`src/rtl/bsg_downstream_link_if.sv`:
```
// rtl/bsg_downstream_link_if.sv - link-side and core-side signal bundle for bsg_downstream_link
interface bsg_downstream_link_if #(
  parameter int FIFO_DEPTH = 8
);
  localparam int CNT_W = $clog2(FIFO_DEPTH) + 1;

  // Transmitter-facing side
  logic             io_valid_in;
  logic             io_data_in_ch0;
  logic             io_data_in_ch1;
  logic             io_token_out;

  // Core-facing side
  logic [7:0]       core_data_out;
  logic             core_valid_out;
  logic             core_yumi_in;
  logic [CNT_W-1:0] fifo_count;
  logic             overflow_o;

  // Environment: transmitter pins plus core consumer
  modport master (
    output io_valid_in, io_data_in_ch0, io_data_in_ch1, core_yumi_in,
    input  io_token_out, core_data_out, core_valid_out, fifo_count, overflow_o
  );

  // The receive link itself
  modport slave (
    input  io_valid_in, io_data_in_ch0, io_data_in_ch1, core_yumi_in,
    output io_token_out, core_data_out, core_valid_out, fifo_count, overflow_o
  );
endinterface

```
`src/rtl/bsg_downstream_link.sv`:
```
// rtl/bsg_downstream_link.sv - 2-bit beat deserializer, credit-window FIFO and token return
module bsg_downstream_link #(
  parameter int FIFO_DEPTH  = 8,   // power of two, >= transmitter credit window
  parameter int TOKEN_BATCH = 4    // >= 2; words consumed per returned token
) (
  input  logic                 clk,
  input  logic                 rst,
  bsg_downstream_link_if.slave link
);
  localparam int PTR_W = $clog2(FIFO_DEPTH);
  localparam int CNT_W = PTR_W + 1;
  localparam int TB_W  = $clog2(TOKEN_BATCH);

  logic [1:0]       beat_cnt_q, beat_cnt_d;
  logic [7:0]       asm_q, asm_d;
  logic [7:0]       word_full;
  logic [7:0]       mem_q [FIFO_DEPTH];
  logic [PTR_W-1:0] wr_ptr_q, wr_ptr_d;
  logic [PTR_W-1:0] rd_ptr_q, rd_ptr_d;
  logic [CNT_W-1:0] count_q, count_d;
  logic [TB_W-1:0]  consumed_q, consumed_d;
  logic             token_q, token_d;
  logic             overflow_q, overflow_d;
  logic             word_done, fifo_full, fifo_empty, pop, push;

  // Beat3 bits bypass the assembly register so the word is pushed on the same edge
  assign word_full  = {link.io_data_in_ch1, asm_q[6], link.io_data_in_ch0, asm_q[4:0]};
  assign word_done  = link.io_valid_in && (beat_cnt_q == 2'd3);
  assign fifo_empty = (count_q == '0);
  assign fifo_full  = (count_q == CNT_W'(FIFO_DEPTH));
  assign pop        = !fifo_empty && link.core_yumi_in;
  // At full, a same-cycle pop frees the slot being written
  assign push       = word_done && (!fifo_full || pop);

  // Deserializer: drop the current beat's two bits into their word positions
  always_comb begin
    beat_cnt_d = beat_cnt_q;
    asm_d      = asm_q;
    if (link.io_valid_in) begin
      beat_cnt_d = beat_cnt_q + 2'd1;
      case (beat_cnt_q)
        2'd0: begin asm_d[0] = link.io_data_in_ch0; asm_d[2] = link.io_data_in_ch1; end
        2'd1: begin asm_d[1] = link.io_data_in_ch0; asm_d[3] = link.io_data_in_ch1; end
        2'd2: begin asm_d[4] = link.io_data_in_ch0; asm_d[6] = link.io_data_in_ch1; end
        default: begin asm_d[5] = link.io_data_in_ch0; asm_d[7] = link.io_data_in_ch1; end
      endcase
    end
  end

  // FIFO pointers, occupancy, credit batching and sticky overflow
  always_comb begin
    wr_ptr_d   = wr_ptr_q;
    rd_ptr_d   = rd_ptr_q;
    count_d    = count_q;
    consumed_d = consumed_q;
    token_d    = 1'b0;
    overflow_d = overflow_q | (word_done & ~push);
    if (push) wr_ptr_d = wr_ptr_q + PTR_W'(1);
    if (pop)  rd_ptr_d = rd_ptr_q + PTR_W'(1);
    case ({push, pop})
      2'b10:   count_d = count_q + CNT_W'(1);
      2'b01:   count_d = count_q - CNT_W'(1);
      default: count_d = count_q;
    endcase
    if (pop) begin
      if (consumed_q == TB_W'(TOKEN_BATCH - 1)) begin
        consumed_d = '0;
        token_d    = 1'b1;
      end else begin
        consumed_d = consumed_q + TB_W'(1);
      end
    end
  end

  // State registers; reset wins over any concurrent beat, push or pop
  always_ff @(posedge clk) begin
    if (rst) begin
      beat_cnt_q <= '0;
      asm_q      <= '0;
      wr_ptr_q   <= '0;
      rd_ptr_q   <= '0;
      count_q    <= '0;
      consumed_q <= '0;
      token_q    <= 1'b0;
      overflow_q <= 1'b0;
    end else begin
      beat_cnt_q <= beat_cnt_d;
      asm_q      <= asm_d;
      wr_ptr_q   <= wr_ptr_d;
      rd_ptr_q   <= rd_ptr_d;
      count_q    <= count_d;
      consumed_q <= consumed_d;
      token_q    <= token_d;
      overflow_q <= overflow_d;
    end
  end

  // Storage array; contents are don't-care until the pointers cover them
  always_ff @(posedge clk) begin
    if (push) mem_q[wr_ptr_q] <= word_full;
  end

  assign link.core_valid_out = !fifo_empty;
  assign link.core_data_out  = fifo_empty ? 8'h00 : mem_q[rd_ptr_q];
  assign link.fifo_count     = count_q;
  assign link.io_token_out   = token_q;
  assign link.overflow_o     = overflow_q;
endmodule

```
`src/flat_wrapper.sv`:
```
// flat-port wrapper written by rule: the top's interface ports become plain ports
module bsg_downstream_link_flat 
#(
  parameter int FIFO_DEPTH  = 8,                                                
  parameter int TOKEN_BATCH = 4                                              
)
  (clk, rst, link_io_valid_in, link_io_data_in_ch0, link_io_data_in_ch1, link_core_yumi_in, link_io_token_out, link_core_data_out, link_core_valid_out, link_fifo_count, link_overflow_o);
  bsg_downstream_link_if #(.FIFO_DEPTH(FIFO_DEPTH)) link_i ();
  input  logic clk;
  input  logic rst;
  input wire logic [$bits(link_i.io_valid_in)-1:0] link_io_valid_in;
  input wire logic [$bits(link_i.io_data_in_ch0)-1:0] link_io_data_in_ch0;
  input wire logic [$bits(link_i.io_data_in_ch1)-1:0] link_io_data_in_ch1;
  input wire logic [$bits(link_i.core_yumi_in)-1:0] link_core_yumi_in;
  output wire logic [$bits(link_i.io_token_out)-1:0] link_io_token_out;
  output wire logic [$bits(link_i.core_data_out)-1:0] link_core_data_out;
  output wire logic [$bits(link_i.core_valid_out)-1:0] link_core_valid_out;
  output wire logic [$bits(link_i.fifo_count)-1:0] link_fifo_count;
  output wire logic [$bits(link_i.overflow_o)-1:0] link_overflow_o;
  assign link_i.io_valid_in = link_io_valid_in;
  assign link_i.io_data_in_ch0 = link_io_data_in_ch0;
  assign link_i.io_data_in_ch1 = link_io_data_in_ch1;
  assign link_i.core_yumi_in = link_core_yumi_in;
  assign link_io_token_out = link_i.io_token_out;
  assign link_core_data_out = link_i.core_data_out;
  assign link_core_valid_out = link_i.core_valid_out;
  assign link_fifo_count = link_i.fifo_count;
  assign link_overflow_o = link_i.overflow_o;
  bsg_downstream_link #(.FIFO_DEPTH(FIFO_DEPTH), .TOKEN_BATCH(TOKEN_BATCH)) u_core (.clk(clk), .rst(rst), .link(link_i));
endmodule
```
`config.mk`:
```
export PLATFORM = sky130hd
export DESIGN_NAME = bsg_downstream_link_flat
export DESIGN_NICKNAME = d
export VERILOG_FILES = /design/src/rtl/bsg_downstream_link_if.sv /design/src/rtl/bsg_downstream_link.sv /design/src/flat_wrapper.sv
export SDC_FILE = /design/constraint.sdc
export NUM_CORES = 1
export LEC_CHECK = 0
export ABC_AREA = 0
export CAP_MARGIN = 25
export CORE_ASPECT_RATIO = 1.2
export CORE_MARGIN = 8
export CORE_UTILIZATION = 45
export CTS_CLUSTER_DIAMETER = 80
export DETAILED_ROUTE_END_ITERATION = 10
export PLACE_DENSITY = 0.61
export SKIP_LAST_GASP = 1
export SLEW_MARGIN = 10
export SYNTH_ARGS = -nofsm -noshare
export SYNTH_HDL_FRONTEND = slang
export SYNTH_SLANG_ARGS = --single-unit
```
`constraint.sdc`:
```
create_clock -name clk -period 3.5 [get_ports clk]
set_input_delay 0.525 -clock clk [delete_from_list [all_inputs] [get_ports clk]]
set_output_delay 0.525 -clock clk [all_outputs]
set_load 0.01 [all_outputs]
```
Yosys cells after proc, flatten, opt, wreduce, memory -nomap -nowiden
Memory sizes are Yosys's and may differ from the RTL's. A register that Yosys moved wholly into a read port is not among the register bits.
Cells that the tools add are included.
- add/sub/neg operators: 6
- equality and inequality tests: 7
- muxes and demuxes: 8
- bitwise logic cells: 4
- reduce and logical (&&, ||, !) cells: 13
- operator list (cell ; count):
    == test 2 bit (second input constant) ; 4
    two-way mux 8 bit ; 1
    case mux 4 bit (2 select lines) ; 1
    adder 3 x 1 -> 3 bit (second input constant) ; 2
    two-way mux 3 bit ; 2
    AND reduction 2 bit ; 3
    adder 2 x 1 -> 2 bit (second input constant) ; 2
    adder 4 x 1 -> 4 bit (second input constant) ; 1
    == test 2 x 1 -> 1 bit (second input constant) ; 2
    == test 4 bit (second input constant) ; 1
    logical NOT 4 bit ; 1
    subtractor 4 x 1 -> 4 bit (second input constant) ; 1
    logical AND 1 bit ; 3
    two-way mux 1 bit ; 3
    logical NOT 1 bit ; 2
    logical NOT 2 bit ; 1
    two-way mux 2 bit ; 1
    inverter 1 bit ; 2
    nonzero test 2 bit ; 1
    OR reduction 2 bit ; 1
    bitwise AND 1 bit ; 1
    logical OR 1 bit ; 1
    bitwise OR 1 bit ; 1
- register bits: 22
- bits in writable memories: 64
- input bits: 6
- output and inout bits: 15
- memories: 1
- memories (memory ; words ; width ; rd ports ; clocked after memory_dff ; write ports ; line ; RTL):
    u_core.mem_q ; 8 ; 8 ; 1 ; 1 ; 1 ; bsg_downstream_link.sv:17 ; logic [7:0] mem_q [FIFO_DEPTH];

Logic depth before layout (Yosys ltp)
Gate-level depths: netlist of the first run.
- depth after elaboration: 8
- gate-level depth with buffers: 13
- mapped depth without buffers: 12

Worst setup path after synthesis of the first run
No wires, ideal clock.
- kind: flip-flop to flip-flop
- start point: reg u_core.count_q[0] (netlist: u_core.link.fifo_count[0])
- end point: reg u_core.count_q[3] (netlist: u_core.link.fifo_count[3])
- data arrival time: 2.447 ns
- setup slack: 0.933 ns
- cell stages (with the launch flop): 13
- period minus slack after synthesis: 2.567 ns
- path through: dfxtp_1 -> or3_1 -> buf_6 -> nor2_8 -> inv_6 -> nand2_8 -> inv_1 -> ha_1 -> clkbuf_1 -> nor4b_1 -> o21ai_0 -> o31ai_1 -> mux2_2
- cells in the longest elaborated chain, start to end: 7
- elaborated cells on any way between the ends: 13
- classes of those cells: 2 x add/sub; 3 x eq/ne; 1 x mux; 7 x reduce/logical
- RTL lines (element ; line ; RTL):
    start: declaration ; bsg_downstream_link.sv:20 ; logic [CNT_W-1:0] count_q, count_d;
    start signal: assignment ; bsg_downstream_link.sv:91 ; count_q <= count_d;
    logical NOT 4 bit (*) ; bsg_downstream_link.sv:29 ; assign fifo_empty = (count_q == '0);
    logical NOT 1 bit (*) ; n/a ;
    via link_core_valid_out ; flat_wrapper.sv:17 ; output wire logic [$bits(link_i.core_valid_out)-1:0] link_core_valid_out;
    logical AND 1 bit (*) ; bsg_downstream_link.sv:31 ; assign pop = !fifo_empty && link.core_yumi_in;
    via u_core.pop ; bsg_downstream_link.sv:24 ; logic word_done, fifo_full, fifo_empty, pop, push;
    logical OR 1 bit ; bsg_downstream_link.sv:33 ; assign push = word_done && (!fifo_full || pop);
    logical AND 1 bit ; bsg_downstream_link.sv:33 ;
    == test 2 x 1 -> 1 bit / == test 2 bit (equally long branches) ; bsg_downstream_link.sv:60 ; case ({push, pop})
    case mux 4 bit (2 select lines) / nonzero test 2 bit (equally long branches) ; n/a ;
Mark *: on every way through the listed nets, which the timed path passes. The rest lies on a longest branch.
A chain may end at the register's enable or synchronous reset.

==> impl_metrics.yaml, run 1 <==
timing:
  maxSlewHeadroom: 0.626
  worst_pin_slew_ns: 0.560
  finalHoldViolCount: 0
  fin_skew_ns: 0.00992
  rsz0062_at_grt: "false"
  fmax_mhz: 348
  setup_viol: 0
  fin_tns_setup_ns: 0
  min_period_ns: 2.87
  drv_slew: 0
  fin_crit_sh: 0.820
floorplanning:
  core_um2: 7970
  initial_core_util: 0.457
  dieArea_um2: 11200
  io_pins: 21
  die_h_um: 115
  rows: 36
  chipWidth_um: 98.1
synth:
  seq_area_frac_synth: 0.665
  synth_ff_type: "edfxtp_1"
  async_reset_ff_frac: 0
  netlist_instances: 233
  ys_warn_count: 0
  synth_cell_types: 37
  avgSynthCellArea_um2: 15.6
  ys_ff_latch: 89
  syn_nets: 249
  synth_edf_count: 64
  netlist_area_um2: 3640
clocking:
  cts_buffer_depth: 2
  cts_tree: "done"
  insertion_delay_ns: 0.36
  post_cts_resized: 0
  clkSinkCount: 89
  cts_root_buf: "clkbuf_8"
  h-tree-depth: 3
  clk_pin_slew_ns: 0.09
  cts_buffers: 9
  cts_setup_buffers: 0
  ctsHoldBuffers: 0
detailed_routing:
  remaining_drc_errors: 0
  wire_per_inst_um: 17.9
  ant_nets: 0
  drtIter0Drc: 69
  drt_first_pass_iters: 4
  via_count: 1968
  vias_per_cell: 5.38
  routed_wl_um: 6560
placement:
  dpl.hpwl_um: 4160
  place_inst: 350
  gp_congestion: 0.756
  numPortBuffers: 20
critical_path:
  path_max_fanout: 16
  crit_path_end_kind: "output pin"
  rr_worst_depth: 10
  start_kind: "register"
  worstPathArrival_ns: 2.35
  cp_data_required_time_ns: 2.97
  path_class: "register to output pin"
power:
  power.share.clock: 0.360
  p_per_area_nw_per_um2: 459
  internal-power_w: 0.00150
  p_sw_frac: 0.218
  p_total_w: 0.00192
  ir_drop_v: 0.000248
  seq_power_share: 0.596
  p_comb_frac: 0.044
  p_leak_nw: 1.41
  p_switching_w: 0.000419
cells_and_area:
  drive_above_1_share: 0.185
  most-common-layout-cells: "edfxtp_1, nor2_1, dfxtp_1"
  fin_util: 0.526
  finalNonFillerCells: 366
  antenna_cells: 0
  final_common_cell: "edfxtp_1"
  syn_to_final_growth_pct: 15.2
  nets: 282
grt:
  grt_pass1_wl_um: 10800
  grt_max_degree: 25
  grt_overflow: 0
  antenna_found_initial: 0
  grt_pass1_vias: 2065
  grt_usage: 0.126
run:
  timing.max_cap.violations: 0
worst_hold_path:
  min_delay_path_depth: 2
  hp-class: "register to register"
status:
  status: "finished clean"
layer usage:
layer | wire [um] | vias to the layer above | part of all wire | GRT usage
li1 | - | 938 | - | -
met1 | 2850 | 990 | 0.43 | 0.144
met2 | 3330 | 31 | 0.51 | 0.219
met3 | 284 | 9 | 0.043 | 0.0304
met4 | 93 | 0 | 0.014 | 0.0604
met5 | 0 | - | 0 | 0
cell type report:
cell class / count / area [um^2]
Tap cell: 95 / 119
Clock buffer: 10 / 128
Inverter: 4 / 20.0
Sequential cell: 89 / 2420
Clock inverter: 6 / 67.6
Multi-Input combinational cell: 130 / 1150
Fill cell: 653 / 3780
Timing Repair Buffer: 32 / 290
logic make-up after synthesis:
family,synth area share
adder cells (fa/ha/maj),0.0344
buffers and inverters,0.0196
XOR/XNOR,0.0213
flip-flops,0.665
AO/OA/AOI/OAI,0.0306
multiplexers,0.138
AND/OR/NAND/NOR,0.0911
Yosys cell counts (all sizes together) (2+ instances only):
library cell	instances	share of area
nor2	28	0.033
nand2	14	0.019
o211ai	2	0.0079
xor2	7	0.019
mux4	16	0.099
a21oi	9	0.012
nand3	8	0.011
ha	10	0.034
clkbuf	4	0.0041
or3b	2	0.0048
nor2b	2	0.0034
o21ai	3	0.0041
inv	4	0.0055
dfxtp	25	0.14
mux2i	13	0.036
nor3	4	0.0055
buf	6	0.010
or3	3	0.0052
edfxtp	64	0.53
registers in the layout, indices dropped and copies added (netlist names), named ones only:
register,flops
u_core.asm_q,6
u_core.link.io_token_out,1
u_core.rd_ptr_q,3
u_core.consumed_q,2
u_core.link.fifo_count,4
u_core.mem_q,64
u_core.link.overflow_o,1
u_core.wr_ptr_q,3
u_core.beat_cnt_q,2
metrics by stage:
step | area (um^2) | hold slack [ns] | worst slack (ns)
floorplan | 3640 | 0.449 | 0.933
global placement | 4000 | 0.460 | 0.611
detailed placement | 4000 | 0.475 | 0.570
CTS | 4190 | 0.488 | 0.584
global route | 4190 | 0.518 | 0.507
finish | 4190 | 0.481 | 0.630
power groups by stage:
stage | Clock [W] | Combinational (W) | Sequential [W]
after global placement | 0 | 0.0000835 | 0.00117
after detailed placement | 0 | 0.0000845 | 0.00117
after global routing | 0.000748 | 0.0000943 | 0.00115
after CTS | 0.000712 | 0.0000851 | 0.00115
final | 0.000693 | 0.0000839 | 0.00115
after floorplan | 0 | 0.0000550 | 0.00117
final timing paths:
path                                                 from                        end  slack (ns)
worst max-delay path                             register      link_core_data_out[5]        0.63
worst min-delay path                 u_core.consumed_q[0]       u_core.consumed_q[0]        0.48
worst max register to register  u_core.link.fifo_count[0]  u_core.link.fifo_count[3]        0.74
worst min register to register       u_core.consumed_q[0]       u_core.consumed_q[0]        0.48
worst max-delay path, cell delays in order (launching register included):
cell and delay (ns):
dfxtp_1 0.32, buf_4 0.32, mux4_2 0.56, mux2i_1 0.23, nor2_1 0.07, clkdlybuf4s50_1 0.48
No activity file was read; power rests on OpenSTA's default activity.
==> inputs of run 2 (changes only) <==
--- a/config.mk
+++ b/config.mk
@@ -12,7 +12,7 @@
 export CORE_UTILIZATION = 45
 export CTS_CLUSTER_DIAMETER = 80
 export DETAILED_ROUTE_END_ITERATION = 10
-export PLACE_DENSITY = 0.61
+export PLACE_DENSITY = 0.63
 export SKIP_LAST_GASP = 1
 export SLEW_MARGIN = 10
 export SYNTH_ARGS = -nofsm -noshare
==> constraint.sdc (replaced) <==
create_clock -name clk -period 2.4 [get_ports clk]
set_input_delay 0.36 -clock clk [delete_from_list [all_inputs] [get_ports clk]]
set_output_delay 0.36 -clock clk [all_outputs]
set_load 0.01 [all_outputs]
==> impl_metrics.yaml, run 2 (synthesis results as in run 1) <==
timing:
  fin_tns_setup_ns: 0
  whs_ns: 0.474
  finalHoldViolCount: 0
  maxSlewHeadroom: 0.744
  drv_slew: 0
  fin_crit_sh: 0.949
  min_period_ns: 2.28
  fmax_mhz: 439
  setup_viol: 0
  fin_skew_ns: 0.00946
  worst_pin_slew_ns: 0.383
  rsz0062_at_grt: "false"
cells_and_area:
  largest_reg_flops: 64
  multiInputGateArea_um2: 1180
  nets: 298
  syn_to_final_growth_pct: 21.4
  drive_above_1_share: 0.259
  final_common_cell: "edfxtp_1"
  most-common-layout-cells: "edfxtp_1, nor2_1, buf_4"
  seq_area_um2: 2430
  antenna_cells: 0
  fillers: 654
  regMostFlops: "u_core.mem_q"
placement:
  dpl.hpwl_um: 4490
  gp_congestion: 0.771
  numPortBuffers: 20
grt:
  grt_max_degree: 17
  grt_overflow: 0
  grt_usage: 0.127
  grt_pass1_wl_um: 10700
  antenna_found_initial: 0
  grt_pass1_vias: 2079
detailed_routing:
  vias_per_cell: 5.30
  drtIter0Drc: 77
  routed_wl_um: 6830
  remaining_drc_errors: 0
  via_count: 2018
  wire_per_inst_um: 17.9
  drt_first_pass_iters: 5
  ant_nets: 0
critical_path:
  path_max_fanout: 3
  cpLargestDelayFamily: "buffers and inverters"
  cp_data_required_time_ns: 2.04
  max_stage_delay_ns: 0.47
  start_kind: "register"
  worstPathArrival_ns: 1.92
  cp_num_buf_inv: 3
  crit_path_end_kind: "output pin"
  cp_slowest_cell: "clkdlybuf4s50_1"
  path_class: "register to output pin"
  path_cells: "or3_4 > nor2_8 > inv_6 > buf_4 > clkdlybuf4s50_1"
clocking:
  cts_root_buf: "clkbuf_8"
  cts_tree: "done"
  clk_pin_slew_ns: 0.08
  cts_buffers: 9
  clkSinkCount: 89
  cts_buffer_depth: 2
  h-tree-depth: 3
  insertion_delay_ns: 0.34
  ctsHoldBuffers: 0
floorplanning:
  core_um2: 7970
  io_pins: 21
  die_h_um: 115
  dieArea_um2: 11200
  chipWidth_um: 98.1
  initial_core_util: 0.457
  rows: 36
power:
  p_leak_nw: 1.65
  p_per_area_nw_per_um2: 653
  ir_drop_v: 0.000278
worst_hold_path:
  hp-class: "register to register"
status:
  status: "finished clean"
run:
  timing.max_cap.violations: 0
==> run 2: changes by cell type in the layout (fill, tap and decap cells not counted), sizes merged <==
| cell | previous run | this run |
|---|---|---|
| dlymetal6s2s | 0 | 8 |
| bufinv | 1 | 2 |
| clkdlybuf4s50 | 20 | 12 |
| buf | 12 | 27 |
| clkbuf | 10 | 11 |
| clkinvlp | 2 | 1 |
| inv | 5 | 4 |
==> run 2: worst min-delay path: cells and delay by family, from the launching register on <==
family	cells	cell delay, ns
AOI/OAI and AO/OA	1	0.05
and+or+nand+nor	1	0.05
DFF	1	0.33
==> run 2: cell type report <==
type / count / share of cell area
Sequential cell: 89 / 0.550
Clock inverter: 5 / 0.0184
Tap cell: 95 / 0.0269
Inverter: 4 / 0.00510
Timing Repair Buffer: 48 / 0.104
Clock buffer: 10 / 0.0289
Multi-Input combinational cell: 130 / 0.266
==> run 2: what timing repair did <==
action / CTS / global route
setup endpoints to repair: 11 / 9
endpoints found under the hold margin: 0 / 0
buffers inserted: 0 / 0
resized for setup: 1 / 11
gates cloned: 0 / 1
==> run 2: final timing paths <==
| kind | to | from | cells past startpoint | slack, ns |
|---|---|---|---|---|
| max reg2reg | u_core.link.fifo_count[3] | u_core.link.fifo_count[1] | 11 | 0.12 |
| min | u_core.consumed_q[0] | u_core.consumed_q[0] | 2 | 0.47 |
| max | link_core_valid_out | u_core.link.fifo_count[1] | 5 | 0.12 |
| min reg2reg | u_core.consumed_q[0] | u_core.consumed_q[0] | 2 | 0.47 |
==> run 2: stage by stage <==
| step | utilization | worst slack, ns | power, W | cells | instance area (um^2) |
|---|---|---|---|---|---|
| 6_report | 0.554 | 0.122 | 0.00289 | 381 | 4420 |
| 5_1_grt | 0.554 | 0.0132 | 0.00299 | 381 | 4420 |
| 4_1_cts | 0.548 | -0.145 | 0.00291 | 380 | 4370 |
| 3_5_place_dp | 0.521 | -0.00532 | 0.00185 | 365 | 4150 |
| 3_3_place_gp | 0.521 | 0.0179 | 0.00185 | 365 | 4150 |
| 2_1_floorplan | - | -0.0496 | 0.00178 | 233 | 3680 |
==> run 2: where the power goes <==
part           total [W]  switching [W]  leakage, nW  internal (W)
clock            0.00107       0.000491        0.102      0.000581
combinational   0.000144      0.0000731        0.765     0.0000708
sequential       0.00167      0.0000178        0.784       0.00165
total            0.00289       0.000581         1.65       0.00230
==> run 2: layer usage <==
metal | share of wire | vias to the layer above | GRT usage | wire length, um
li1 | - | 970 | - | -
met1 | 0.45 | 1003 | 0.143 | 3040
met2 | 0.51 | 43 | 0.222 | 3510
met3 | 0.035 | 2 | 0.0377 | 238
met4 | 0.0057 | 0 | 0.0510 | 39
met5 | 0 | - | 0 | 0
==> inputs of run 3 (changes only) <==
--- a/config.mk
+++ b/config.mk
@@ -5,14 +5,14 @@
 export SDC_FILE = /design/constraint.sdc
 export NUM_CORES = 1
 export LEC_CHECK = 0
-export ABC_AREA = 0
 export CAP_MARGIN = 25
 export CORE_ASPECT_RATIO = 1.2
 export CORE_MARGIN = 8
 export CORE_UTILIZATION = 45
 export CTS_CLUSTER_DIAMETER = 80
 export DETAILED_ROUTE_END_ITERATION = 10
-export PLACE_DENSITY = 0.63
+export PLACE_DENSITY = 0.61
+export SKIP_CTS_REPAIR_TIMING = 1
 export SKIP_LAST_GASP = 1
 export SLEW_MARGIN = 10
 export SYNTH_ARGS = -nofsm -noshare
==> constraint.sdc (replaced) <==
create_clock -name clk -period 2.96 [get_ports clk]
set_input_delay 0.444 -clock clk [delete_from_list [all_inputs] [get_ports clk]]
set_output_delay 0.444 -clock clk [all_outputs]
set_load 0.01 [all_outputs]
==> impl_metrics.yaml, run 3 (synthesis results as in run 1) <==
status:
  status: "finished clean"
clocking:
  cts_buffer_depth: 2
  clk_pin_slew_ns: 0.08
  h-tree-depth: 3
  cts_buffers: 9
  cts_root_buf: "clkbuf_8"
  clkSinkCount: 89
  cts_tree: "done"
  insertion_delay_ns: 0.35
cells_and_area:
  regMostFlops: "u_core.mem_q"
  antenna_cells: 0
  finalNonFillerCells: 368
  syn_to_final_growth_pct: 15.7
  multiInputGateArea_um2: 1150
  fin_util: 0.528
  largest_reg_flops: 64
  fillers: 674
  nets: 284
  final_common_cell: "edfxtp_1"
  drive_above_1_share: 0.179
  seq_area_um2: 2420
  most-common-layout-cells: "edfxtp_1, nor2_1, dfxtp_1"
timing:
  fin_tns_setup_ns: 0
  fin_crit_sh: 0.895
  maxSlewHeadroom: 0.585
  rsz0062_at_grt: "false"
  fmax_mhz: 377
  finalHoldViolCount: 0
  setup_viol: 0
  fin_skew_ns: 0.00672
  min_period_ns: 2.65
  worst_pin_slew_ns: 0.621
  drv_slew: 0
  whs_ns: 0.490
grt:
  grt_max_degree: 18
  grt_usage: 0.130
  grt_pass1_vias: 2070
  grt_pass1_wl_um: 10800
  grt_overflow: 0
  antenna_found_initial: 0
critical_path:
  cp_data_required_time_ns: 2.52
  start_kind: "register"
  worstPathArrival_ns: 2.21
  path_max_fanout: 16
  crit_path_end_kind: "output pin"
  path_class: "register to output pin"
run:
  timing.max_cap.violations: 0
floorplanning:
  rows: 36
  core_um2: 7970
  io_pins: 21
  initial_core_util: 0.457
  dieArea_um2: 11200
  chipWidth_um: 98.1
  die_h_um: 115
power:
  p_per_area_nw_per_um2: 532
  p_leak_nw: 1.41
  ir_drop_v: 0.000264
  p_total_w: 0.00224
placement:
  dpl.hpwl_um: 4440
  gp_congestion: 0.757
  place_inst: 352
  numPortBuffers: 20
detailed_routing:
  via_count: 1985
  wire_per_inst_um: 17.8
  drt_first_pass_iters: 4
  routed_wl_um: 6560
  remaining_drc_errors: 0
  vias_per_cell: 5.39
  drtIter0Drc: 72
  ant_nets: 0
worst_hold_path:
  hp-class: "register to register"
run 3: cell count changes in the layout (fill, tap and decap cells not counted), sizes merged:
cell,previous run,this run
clkinv,2,1
buf,27,14
clkbuf,11,13
dlymetal6s2s,8,0
clkdlybuf4s50,12,20
bufinv,2,1
run 3: critical path, cell delays in order (launching register included):
cell and delay [ns]:
dfxtp_1 0.36, buf_12 0.19, mux4_2 0.51, mux2i_1 0.22, nor2_1 0.08, clkdlybuf4s50_1 0.48
run 3: path summary, 6_finish.rpt:
check	cells after the start	startpoint	endpoint	slack, ns
hold reg to reg	2	u_core.consumed_q[0]	u_core.consumed_q[0]	0.49
setup reg to reg	10	u_core.link.fifo_count[1]	u_core.link.fifo_count[3]	0.31
setup / recovery	5	register	link_core_data_out[5]	0.31
hold / removal	2	u_core.consumed_q[0]	u_core.consumed_q[0]	0.49
run 3: metal layers:
metal	GRT usage	wire length [um]	part of all wire
met1	0.133	2680	0.41
met2	0.231	3400	0.52
met3	0.0341	287	0.044
met4	0.0813	196	0.030
met5	0	0	0
run 3: layout make-up:
type | instances | area share
timing repair buffer | 34 | 0.0755
inverter | 4 | 0.00475
tap | 95 | 0.0282
sequential | 89 | 0.575
clock buffer | 13 | 0.0330
clock inverter | 3 | 0.00980
multi-input combinational | 130 | 0.274
run 3: where the power goes:
group / total [W] / switching, W / internal (W)
Clock: 0.000783 / 0.000393 / 0.000389
Sequential: 0.00136 / 0.0000148 / 0.00134
Combinational: 0.000105 / 0.0000560 / 0.0000486
Total: 0.00224 / 0.000464 / 0.00178
run 3: per-stage QoR:
step | setup slack, ns | cell area [um^2]
floorplan | 0.393 | 3640
global placement | 0.269 | 4030
detailed placement | 0.190 | 4030
CTS | 0.176 | 4210
global route | 0.118 | 4210
finish | 0.310 | 4210
